$ cat src/rtl/exi_master.sv
// EXI/SPI initiator: sends one 16-bit frame per request ({cmd, data, 4'h0}, MSB-first)
// and returns the 16 miso bits captured during the frame.
module exi_master #(
   parameter int CLK_DIV = 8,
   parameter int CS_GAP  = 8
) (
   input  logic        clk,
   input  logic        rst_n,
   input  logic        req_valid,
   output logic        req_ready,
   input  logic [3:0]  req_cmd,
   input  logic [7:0]  req_data,
   output logic        rsp_valid,
   output logic [15:0] rsp_word,
   output logic        busy,
   output logic        sck,
   output logic        cs,
   output logic        mosi,
   input  logic        miso
);

   localparam int DIV_W = $clog2(CLK_DIV);
   localparam int GAP_W = $clog2(CS_GAP + 1);
   localparam logic [DIV_W-1:0] DIV_LAST = DIV_W'(CLK_DIV - 1);
   localparam logic [GAP_W-1:0] GAP_LAST = GAP_W'(CS_GAP);

   // The responder needs time to sync sck and to see cs high between frames.
   generate
      if (CLK_DIV < 8) begin : g_bad_clk_div
         $error("exi_master: CLK_DIV must be >= 8");
      end
      if (CS_GAP < 4) begin : g_bad_cs_gap
         $error("exi_master: CS_GAP must be >= 4");
      end
   endgenerate

   typedef enum logic [2:0] {
      IDLE,
      SETUP,
      LOW,
      HIGH,
      HOLD,
      GAP
   } state_t;

   state_t            state_reg;
   logic [DIV_W-1:0]  div_reg;
   logic [GAP_W-1:0]  gap_reg;
   logic [3:0]        bit_reg;
   logic [15:0]       tx_reg;
   logic [15:0]       rx_reg;
   logic [1:0]        miso_sync_reg;
   logic              cs_reg;
   logic              sck_reg;
   logic              mosi_reg;
   logic              ready_reg;
   logic              busy_reg;
   logic              rsp_valid_reg;
   logic [15:0]       rsp_word_reg;

   logic              div_last;
   logic              miso_synced;

   assign div_last    = (div_reg == DIV_LAST);
   assign miso_synced = miso_sync_reg[1];

   always_ff @(posedge clk or negedge rst_n) begin
      if (!rst_n) begin
         miso_sync_reg <= 2'b00;
      end else begin
         miso_sync_reg <= {miso_sync_reg[0], miso};
      end
   end

   always_ff @(posedge clk or negedge rst_n) begin
      if (!rst_n) begin
         state_reg     <= IDLE;
         div_reg       <= '0;
         gap_reg       <= '0;
         bit_reg       <= 4'd0;
         tx_reg        <= 16'h0000;
         rx_reg        <= 16'h0000;
         cs_reg        <= 1'b1;
         sck_reg       <= 1'b0;
         mosi_reg      <= 1'b0;
         ready_reg     <= 1'b1;
         busy_reg      <= 1'b0;
         rsp_valid_reg <= 1'b0;
         rsp_word_reg  <= 16'h0000;
      end else begin
         rsp_valid_reg <= 1'b0;
         case (state_reg)
            IDLE: begin
               if (req_valid && ready_reg) begin
                  tx_reg    <= {req_cmd, req_data, 4'h0};
                  bit_reg   <= 4'd0;
                  div_reg   <= '0;
                  cs_reg    <= 1'b0;
                  sck_reg   <= 1'b0;
                  mosi_reg  <= req_cmd[3];
                  ready_reg <= 1'b0;
                  busy_reg  <= 1'b1;
                  state_reg <= SETUP;
               end
            end
            SETUP: begin
               if (div_last) begin
                  div_reg   <= '0;
                  sck_reg   <= 1'b1;
                  state_reg <= HIGH;
               end else begin
                  div_reg <= div_reg + DIV_W'(1);
               end
            end
            HIGH: begin
               if (div_last) begin
                  div_reg <= '0;
                  sck_reg <= 1'b0;
                  rx_reg  <= {rx_reg[14:0], miso_synced};
                  if (bit_reg == 4'd15) begin
                     mosi_reg  <= 1'b0;
                     state_reg <= HOLD;
                  end else begin
                     // Next bit goes out on the first LOW cycle, well before the next rise.
                     mosi_reg  <= tx_reg[4'd14 - bit_reg];
                     bit_reg   <= bit_reg + 4'd1;
                     state_reg <= LOW;
                  end
               end else begin
                  div_reg <= div_reg + DIV_W'(1);
               end
            end
            LOW: begin
               if (div_last) begin
                  div_reg   <= '0;
                  sck_reg   <= 1'b1;
                  state_reg <= HIGH;
               end else begin
                  div_reg <= div_reg + DIV_W'(1);
               end
            end
            HOLD: begin
               if (div_last) begin
                  div_reg       <= '0;
                  cs_reg        <= 1'b1;
                  rsp_word_reg  <= rx_reg;
                  rsp_valid_reg <= 1'b1;
                  gap_reg       <= '0;
                  state_reg     <= GAP;
               end else begin
                  div_reg <= div_reg + DIV_W'(1);
               end
            end
            GAP: begin
               // The rsp_valid cycle comes first, then CS_GAP full cycles of cs high.
               if (gap_reg == GAP_LAST) begin
                  ready_reg <= 1'b1;
                  busy_reg  <= 1'b0;
                  state_reg <= IDLE;
               end else begin
                  gap_reg <= gap_reg + GAP_W'(1);
               end
            end
            default: begin
               cs_reg    <= 1'b1;
               sck_reg   <= 1'b0;
               mosi_reg  <= 1'b0;
               ready_reg <= 1'b1;
               busy_reg  <= 1'b0;
               state_reg <= IDLE;
            end
         endcase
      end
   end

   assign req_ready = ready_reg;
   assign busy      = busy_reg;
   assign rsp_valid = rsp_valid_reg;
   assign rsp_word  = rsp_word_reg;
   assign sck       = sck_reg;
   assign cs        = cs_reg;
   assign mosi      = mosi_reg;

endmodule

$ cat config.mk
export PLATFORM = sky130hd
export DESIGN_NAME = exi_master
export DESIGN_NICKNAME = d
export VERILOG_FILES = /design/src/rtl/exi_master.sv
export SDC_FILE = /design/constraint.sdc
export NUM_CORES = 1
export LEC_CHECK = 0
export CAP_MARGIN = 20
export CORE_ASPECT_RATIO = 0.9
export CORE_MARGIN = 4
export CORE_UTILIZATION = 40
export CTS_CLUSTER_SIZE = 20
export DETAILED_ROUTE_END_ITERATION = 7
export GPL_ROUTABILITY_DRIVEN = 0
export PLACE_DENSITY = 0.6
export SLEW_MARGIN = 20
export SYNTH_ARGS = -nofsm -noshare
export SYNTH_HDL_FRONTEND = slang
export SYNTH_SLANG_ARGS = --single-unit
export TNS_END_PERCENT = 10
$ cat constraint.sdc
create_clock -name clk -period 3.6 [get_ports clk]
set_input_delay 0.72 -clock clk [delete_from_list [all_inputs] [get_ports clk]]
set_output_delay 0.72 -clock clk [all_outputs]
set_load 0.01 [all_outputs]
======== Word level (Yosys, flattened, before mapping) ========
Cells that the tools add are included.
cells by class
  $add $sub $neg .......................... 4
  $lt $le $gt $ge ......................... 1
  equal/unequal tests ..................... 15
  mux-type cells .......................... 35
  bitwise operators ....................... 4
  reduce and logical (&&, ||, !) cells .... 21
operators by type and width
  operator             number
  $mux 3               8
  $mux 4               5
  $pmux 4 s2           2
  $pmux 3 s5           1
  $mux 1               12
  $ne 2x2->1 const B   6
  $pmux 1 s3           4
  $reduce_and 3->1     4
  $reduce_or 4->1      3
  $eq 3x3->1 const B   3
  $add 4x1->4 const B  2
  $eq 4x4->1 const B   2
  $reduce_and 2->1     4
  $reduce_and 4->1     2
  $eq 3x2->1 const B   2
  $pmux 3 s2           1
  $reduce_bool 2->1    3
  $lt 4x5->1 const B   1
  $reduce_and 5->1     1
  $bmux 1 s4           1
  $not 1->1            4
  $pmux 1 s4           1
  $reduce_or 2->1      2
  $sub 4x4->4 const A  1
  other kinds (5)      5
storage, ports and cells
  register bits ........................... 66
  bits of input ports ..................... 16
  output and inout port bits .............. 22
  logic and storage cells ................. 94

======== Longest topological paths before layout ========
Gate-level depths: netlist (run 1).
  depth in word-level cells ............... 6
  depth in mapped cells ................... 9
  gate-level depth less buffers ........... 7

======== Least setup slack after synthesis (run 1) ========
No wires, ideal clock.
  kind .................................... reg-to-reg
  from .................................... register div_reg[0]
  to ...................................... register rx_reg[0]
  library setup time ...................... 125 ps
  data arrival time ....................... 1,728 ps
  slack ................................... 1,748 ps
  cell stages (with the launch flop) ...... 8
  buffers on the path ..................... 2
  path through ............................ dfrtp_1 > ha_1 > ha_1 > buf_2 > nor2b_1 > nand3_1 > buf_2 > mux2_2
between the ends
  longest elaborated chain between the ends .. 2
RTL lines
  item                        RTL line  RTL
  from (decl)                 47        logic [DIV_W-1:0] div_reg;
  from (signal assigned)      112       div_reg <= div_reg + DIV_W'(1);
  from (signal assigned)      130       div_reg <= div_reg + DIV_W'(1);
  from (signal assigned)      139       div_reg <= div_reg + DIV_W'(1);
  $eq 3x3->1                  64        assign div_last = (div_reg == DIV_LAST);
  $reduce_and 2->1 (no line)  -
  to (signal assigned)        119       rx_reg <= {rx_reg[14:0], miso_synced};
  to (decl)                   51        logic [15:0] rx_reg;
No other way between the ends.
A chain may end at the register's enable or synchronous reset.

======== Final worst setup path (run 1) ========
  from .................................... register div_reg[0]
  to ...................................... register rx_reg[2]
Same word-level chain as after synthesis.

==> impl_metrics.json, run 1 <==
{
  "outcome": "finished clean",
  "fmax_mhz": 419,
  "hold_buffers": 0,
  "layout.nets": 298,
  "synth.distinct_cells": 38,
  "crit_top_cell": "ha_1",
  "start_kind": "register",
  "async_flop_share_pct": 100,
  "overflow": 0,
  "grt_pass1_vias": 1885,
  "crit_fanout": 12,
  "ys.flop_type": "dfrtp_1",
  "hold_class": "register to register",
  "dpl-instance-area_sq_um": 3430,
  "pin_count": 38,
  "pre_cts_slack_ns": 1.02,
  "crit_chain": "ha_1, ha_1, nor2b_1, nand3_1, buf_4, mux2_2",
  "final_cell_area_sq_um": 3630,
  "coreArea_sq_um": 7180,
  "setup_slack_ns": 1.21,
  "yosysSeqAreaShare_pct": 54.9,
  "end_kind": "register",
  "syn_inst": 241,
  "cp.arrival_ns": 2.61,
  "initial_core_util_pct": 42.0,
  "cp.required_ns": 3.82,
  "antenna_cells": 0,
  "setup_tns_ns": 0,
  "die_y_microns": 90.4,
  "grt_max_degree": 26,
  "num_rows": 29,
  "finalHoldViolCount": 0,
  "setup_viol_count_final": 0,
  "dr_total_vias": 1960,
  "intPower_uw": 1080,
  "drv_cap": 0,
  "peakVddDrop_uv": 193,
  "cts_buffer_depth": 2,
  "clk_pin_slew_worst_paths_ns": 0.08,
  "cts_resized": 0,
  "cts.sinks": 66,
  "synth_area_sq_um": 3010,
  "timing.final.max_slew_violations": 0,
  "power_density_nw_per_um2": 386,
  "yosysWarnings": 0,
  "die_area_sq_um": 8990,
  "root_buffer": "clkbuf_8",
  "worst-setup-path-type": "register to register",
  "seqPwrFrac_pct": 52.9,
  "p_comb_share_pct": 2.3,
  "drt_wl_total_microns": 5390,
  "wire_per_inst_microns": 14.4,
  "ys_seq_elements": 66,
  "tightest_slew_ns": 0.869,
  "clk_latency_ns": 0.34,
  "synth-edff-count": 0,
  "p_clk_share_pct": 44.8,
  "syn_to_final_growth_pct": 20.5,
  "power_switching_uw": 322,
  "post-route-period-util_pct": 66.3,
  "gr-usage-all-layers_pct": 12.8,
  "rsz0062_at_grt": "false",
  "viasPerCell": 5.23,
  "avgSynthCellArea_sq_um": 12.5,
  "cts_made_buffers": 9,
  "slowest_stage": "nand3_1",
  "drt-pass1-iter-count": 4,
  "cts.htree.levels": 3,
  "grt_pass1_wl_microns": 9210,
  "port_buffers": 37,
  "hpwl_microns": 3700,
  "syn_nets": 262,
  "cts_tree": "yes",
  "fin_skew_ns": 0.00957,
  "layout-drive-gt1-share_pct": 24.8,
  "initialDrtViolationCount": 38,
  "drtAntennaViolNets": 0,
  "drc": 0,
  "antenna_found_initial": 0,
  "chipWidth_microns": 99.5,
  "max-slew-margin-rel_pct": 42.1,
  "layout_min_cycle_time_ns": 2.39,
  "p_leak_uw": 0.00171,
  "swShare_pct": 23.0,
  "post_cts_buffers": 0,
  "critical_path.max_stage_delay_ns": 0.43
}
[area by class of cell]
cell class | count | area (sq um)
well taps | 93 | 116
flip-flops and latches | 66 | 1650
inverters | 7 | 26.3
multi-input cells | 153 | 1250
repair buffers | 40 | 388
fillers | 655 | 3550
clock buffers | 9 | 124
clock inverters | 7 | 77.6
[placed cells by master (no fill, tap or decap), types with 3 or more instances in the layout]
cell | Yosys | layout
clkbuf_8 | 0 | 9
o22ai_1 | 6 | 6
nor2_1 | 14 | 14
mux2_2 | 37 | 37
nand3_1 | 6 | 6
a221oi_1 | 3 | 3
a31oi_1 | 3 | 3
dfrtp_1 | 64 | 64
nand2b_1 | 4 | 4
mux2_4 | 6 | 6
o21ai_0 | 12 | 12
mux2i_1 | 4 | 4
a21oi_1 | 13 | 13
o22a_1 | 3 | 3
inv_1 | 7 | 7
ha_1 | 5 | 5
mux4_2 | 3 | 3
clkdlybuf4s50_1 | 0 | 36
clkinv_4 | 0 | 3
nand2_1 | 10 | 10
buf_4 | 2 | 3
[final timing paths]
check	from	to	slack [ns]	cells past startpoint
max	div_reg[0]	rx_reg[2]	1.21	6
min	miso_sync_reg[0]	miso_sync_reg[1]	0.35	0
max reg2reg	div_reg[0]	rx_reg[2]	1.21	6
min reg2reg	miso_sync_reg[0]	miso_sync_reg[1]	0.35	0
max in group asynchronous	rst_n	tx_reg[12]	2.52	2
min in group asynchronous	rst_n	rx_reg[14]	0.36	1
[cell usage after synthesis (2+ instances only)]
cell,instances,area [sq um]
o22a_1,3,26.3
dfrtp_1,64,1600
mux2_2,37,417
nor2b_1,2,12.5
a22o_1,2,17.5
inv_1,7,26.3
a221oi_1,3,26.3
xor2_1,2,17.5
nand2_1,10,37.5
a21boi_0,2,15.0
nor2_1,14,52.6
nand4_1,2,12.5
o22ai_1,6,37.5
buf_4,2,15.0
nand3_1,6,30.0
buf_2,7,35.0
mux2_4,6,90.1
a21oi_1,13,65.1
o31ai_1,2,15.0
and3_1,2,12.5
buf_6,2,22.5
o21ai_0,12,60.1
nor3_1,2,10.0
clkbuf_1,4,15.0
a31oi_1,3,18.8
nand2b_1,4,25.0
dfstp_2,2,52.6
mux4_2,3,67.6
mux2i_1,4,40.0
ha_1,5,62.6
[critical path: cells and delay by family (launching register included)]
family | cells | cell delay, ns
flops | 1 | 0.42
fa+ha+maj | 2 | 0.55
buf+inv | 1 | 0.37
simple gates | 2 | 0.65
mux | 1 | 0.28
[power by group through the flow]
stage                     logic (uW)  clock network [uW]  registers, uW
final                           32.2                 629            742
after global routing            37.0                 686            742
after CTS                       33.9                 651            742
after detailed placement        34.0                   0            757
after global placement          33.5                   0            757
after floorplan                0.474                   0            757
[through the flow]
step | power (uW) | hold WS [ns] | utilization [%] | instances
6_report | 1400 | 0.350 | 50.6 | 375
2_1_floorplan | 757 | 0.331 | - | 241
4_1_cts | 1430 | 0.353 | 50.6 | 375
3_3_place_gp | 790 | 0.332 | 47.8 | 359
3_5_place_dp | 791 | 0.336 | 47.8 | 359
5_1_grt | 1470 | 0.357 | 50.6 | 375
[kinds of logic after synthesis]
| logic type | share of synthesized area (%) |
|---|---|
| multiplexers | 20.4 |
| flip-flops | 54.9 |
| AND/OR/NAND/NOR | 7.43 |
| AO/OA/AOI/OAI | 10.9 |
| XOR/XNOR | 0.581 |
| adder cells (fa/ha/maj) | 2.08 |
| buffers and inverters | 3.78 |
[metal layers]
metal / routed length, microns / vias up / part of all wire (%) / GRT usage (%)
met5: 0 / - / 0 / 0
met4: 81 / 0 / 1.5 / 5.80
met3: 178 / 7 / 3.3 / 3.47
met2: 2560 / 32 / 47 / 19.6
met1: 2570 / 974 / 48 / 16.9
li1: - / 947 / - / -
No activity file was read; power rests on OpenSTA's default activity.
==> run 2, diff against run 1 <==
==> constraint.sdc (replaced) <==
create_clock -name clk -period 2.5 [get_ports clk]
set_input_delay 0.5 -clock clk [delete_from_list [all_inputs] [get_ports clk]]
set_output_delay 0.5 -clock clk [all_outputs]
set_load 0.01 [all_outputs]
==> run 2 against run 1 <==
  * Combinational power grew 46%
  * Clock skew shrank 0.00073 ns
  * Final area grew 1.4%
  * Setup slack lost 0.70 ns
  * Wire length shrank 3.5%
  * Register-to-register slack lost 0.70 ns
  * Die area is the same
  * Sequential power grew 44%
  * Via count shrank 0.36%
  * Final cell count grew 1.1%
  * Global-route usage grew 0.16 points
  * Critical path type unchanged
  * Largest cell class unchanged
  * Largest power group unchanged
==> impl_metrics.json, run 2 (synthesized netlist as in run 1, its figures left out) <==
{
  "grt_pass1_wl_microns": 9350,
  "cts_resized": 0,
  "fmax_mhz": 503,
  "finalHoldViolCount": 0,
  "cts_made_buffers": 9,
  "end_kind": "register",
  "layout.nets": 302,
  "post_cts_buffers": 0,
  "fillers": 648,
  "start_kind": "register",
  "cts_tree": "yes",
  "antenna_found_initial": 0,
  "gr-usage-all-layers_pct": 13.0,
  "crit_fanout": 7,
  "grt_max_degree": 67,
  "viasPerCell": 5.15,
  "num_rows": 29,
  "ff2ff_setup_slack_ns": 0.51,
  "syn_to_final_growth_pct": 22.2,
  "rr_startpoint": "div_reg[0]",
  "cp.required_ns": 2.70,
  "root_buffer": "clkbuf_8",
  "cts.sinks": 66,
  "max-slew-margin-rel_pct": 46.7,
  "timing.final.max_slew_violations": 0,
  "worst-setup-path-type": "register to register",
  "chipWidth_microns": 99.5,
  "layout-drive-gt1-share_pct": 25.2,
  "dr_total_vias": 1953,
  "met3_usage_pct": 5.71,
  "dpl-instance-area_sq_um": 3490,
  "hold_buffers": 0,
  "port_buffers": 37,
  "layout_min_cycle_time_ns": 1.99,
  "drv_cap": 0,
  "wire_per_inst_microns": 13.7,
  "tightest_slew_ns": 0.799,
  "setup_tns_ns": 0,
  "final_cell_area_sq_um": 3680,
  "power_density_nw_per_um2": 544,
  "hold_class": "primary input to asynchronous set/reset pin",
  "hpwl_microns": 3440,
  "die_y_microns": 90.4,
  "fin_skew_ns": 0.00884,
  "grt-busiest-layer": "met2",
  "setup_viol_count_final": 0,
  "pin_count": 38,
  "cts.htree.levels": 3,
  "outcome": "finished clean",
  "reg2reg_to": "state_reg[2]",
  "cp.arrival_ns": 2.18,
  "drt_wl_total_microns": 5200,
  "final_cell_mix": "dfrtp_1, mux2_2, clkdlybuf4s50_1",
  "grtUsageMet2_pct": 18.8,
  "grt_pass1_vias": 1893,
  "grt_util_met1_pct": 17.4,
  "initialDrtViolationCount": 84,
  "overflow": 0,
  "coreArea_sq_um": 7180,
  "drtAntennaViolNets": 0,
  "antenna_cells": 0,
  "rr_worst_depth": 8,
  "rsz0062_at_grt": "false",
  "post-route-period-util_pct": 79.5,
  "layout_commonest_cell": "dfrtp_1",
  "initial_core_util_pct": 42.0,
  "die_area_sq_um": 8990,
  "clk_pin_slew_worst_paths_ns": 0.07,
  "drt-pass1-iter-count": 4,
  "cts_buffer_depth": 2,
  "drc": 0,
  "p_leak_uw": 0.00174,
  "peakVddDrop_uv": 309,
  "clk_latency_ns": 0.34
}
==> run 2: stage by stage <==
step / instances / hold WS (ns) / worst slack [ns] / power, uW / util (%)
final: 379 / 0.159 / 0.513 / 2000 / 51.3
after global routing: 379 / 0.160 / 0.349 / 2090 / 51.3
after CTS: 379 / 0.167 / 0.490 / 2040 / 51.3
after detailed placement: 363 / 0.337 / 0.430 / 1140 / 48.5
after global placement: 363 / 0.332 / 0.444 / 1140 / 48.5
after floorplan: 241 / 0.204 / 0.648 / 1090 / -
==> run 2: per-layer routing <==
| metal | wire (microns) | vias to the layer above |
|---|---|---|
| met5 | 0 | - |
| met4 | 73 | 0 |
| met3 | 266 | 9 |
| met2 | 2410 | 35 |
| met1 | 2450 | 956 |
| li1 | - | 953 |
==> run 2: how the worst max path moves through the flow <==
stage / endpoint / slack, ns / cells past startpoint / startpoint
finish: state_reg[2] / 0.51 / 8 / div_reg[0]
global route: mosi / 0.35 / 8 / div_reg[0]
CTS: req_ready / 0.49 / 1 / req_ready
detailed placement: tx_reg[7] / 0.43 / 5 / req_valid
global placement: tx_reg[8] / 0.44 / 5 / req_valid
floorplan: rx_reg[0] / 0.65 / 7 / div_reg[0]
==> run 2: area by class of cell <==
type                    instances  area [sq um]  area share [%]
multi-input cells             153          1250            33.8
flip-flops and latches         66          1650            44.9
inverters                       7          26.3           0.714
clock inverters                 4          51.3            1.39
repair buffers                 44           443            12.0
well taps                      93           116            3.16
clock buffers                  12           145            3.94
==> run 2: where the power goes <==
part / total, uW / switching, uW / internal (uW)
clock network: 886 / 398 / 488
registers: 1070 / 0.363 / 1070
logic: 46.9 / 23.8 / 23.2
total: 2000 / 422 / 1580
==> run 2: worst max-delay path, cell delays in order (launching register included) <==
cell	delay (ns)
dfrtp_1	0.41
ha_1	0.17
ha_1	0.28
buf_4	0.19
nand2b_1	0.12
a21oi_1	0.08
a221o_1	0.32
o21ai_0	0.18
o31ai_1	0.09
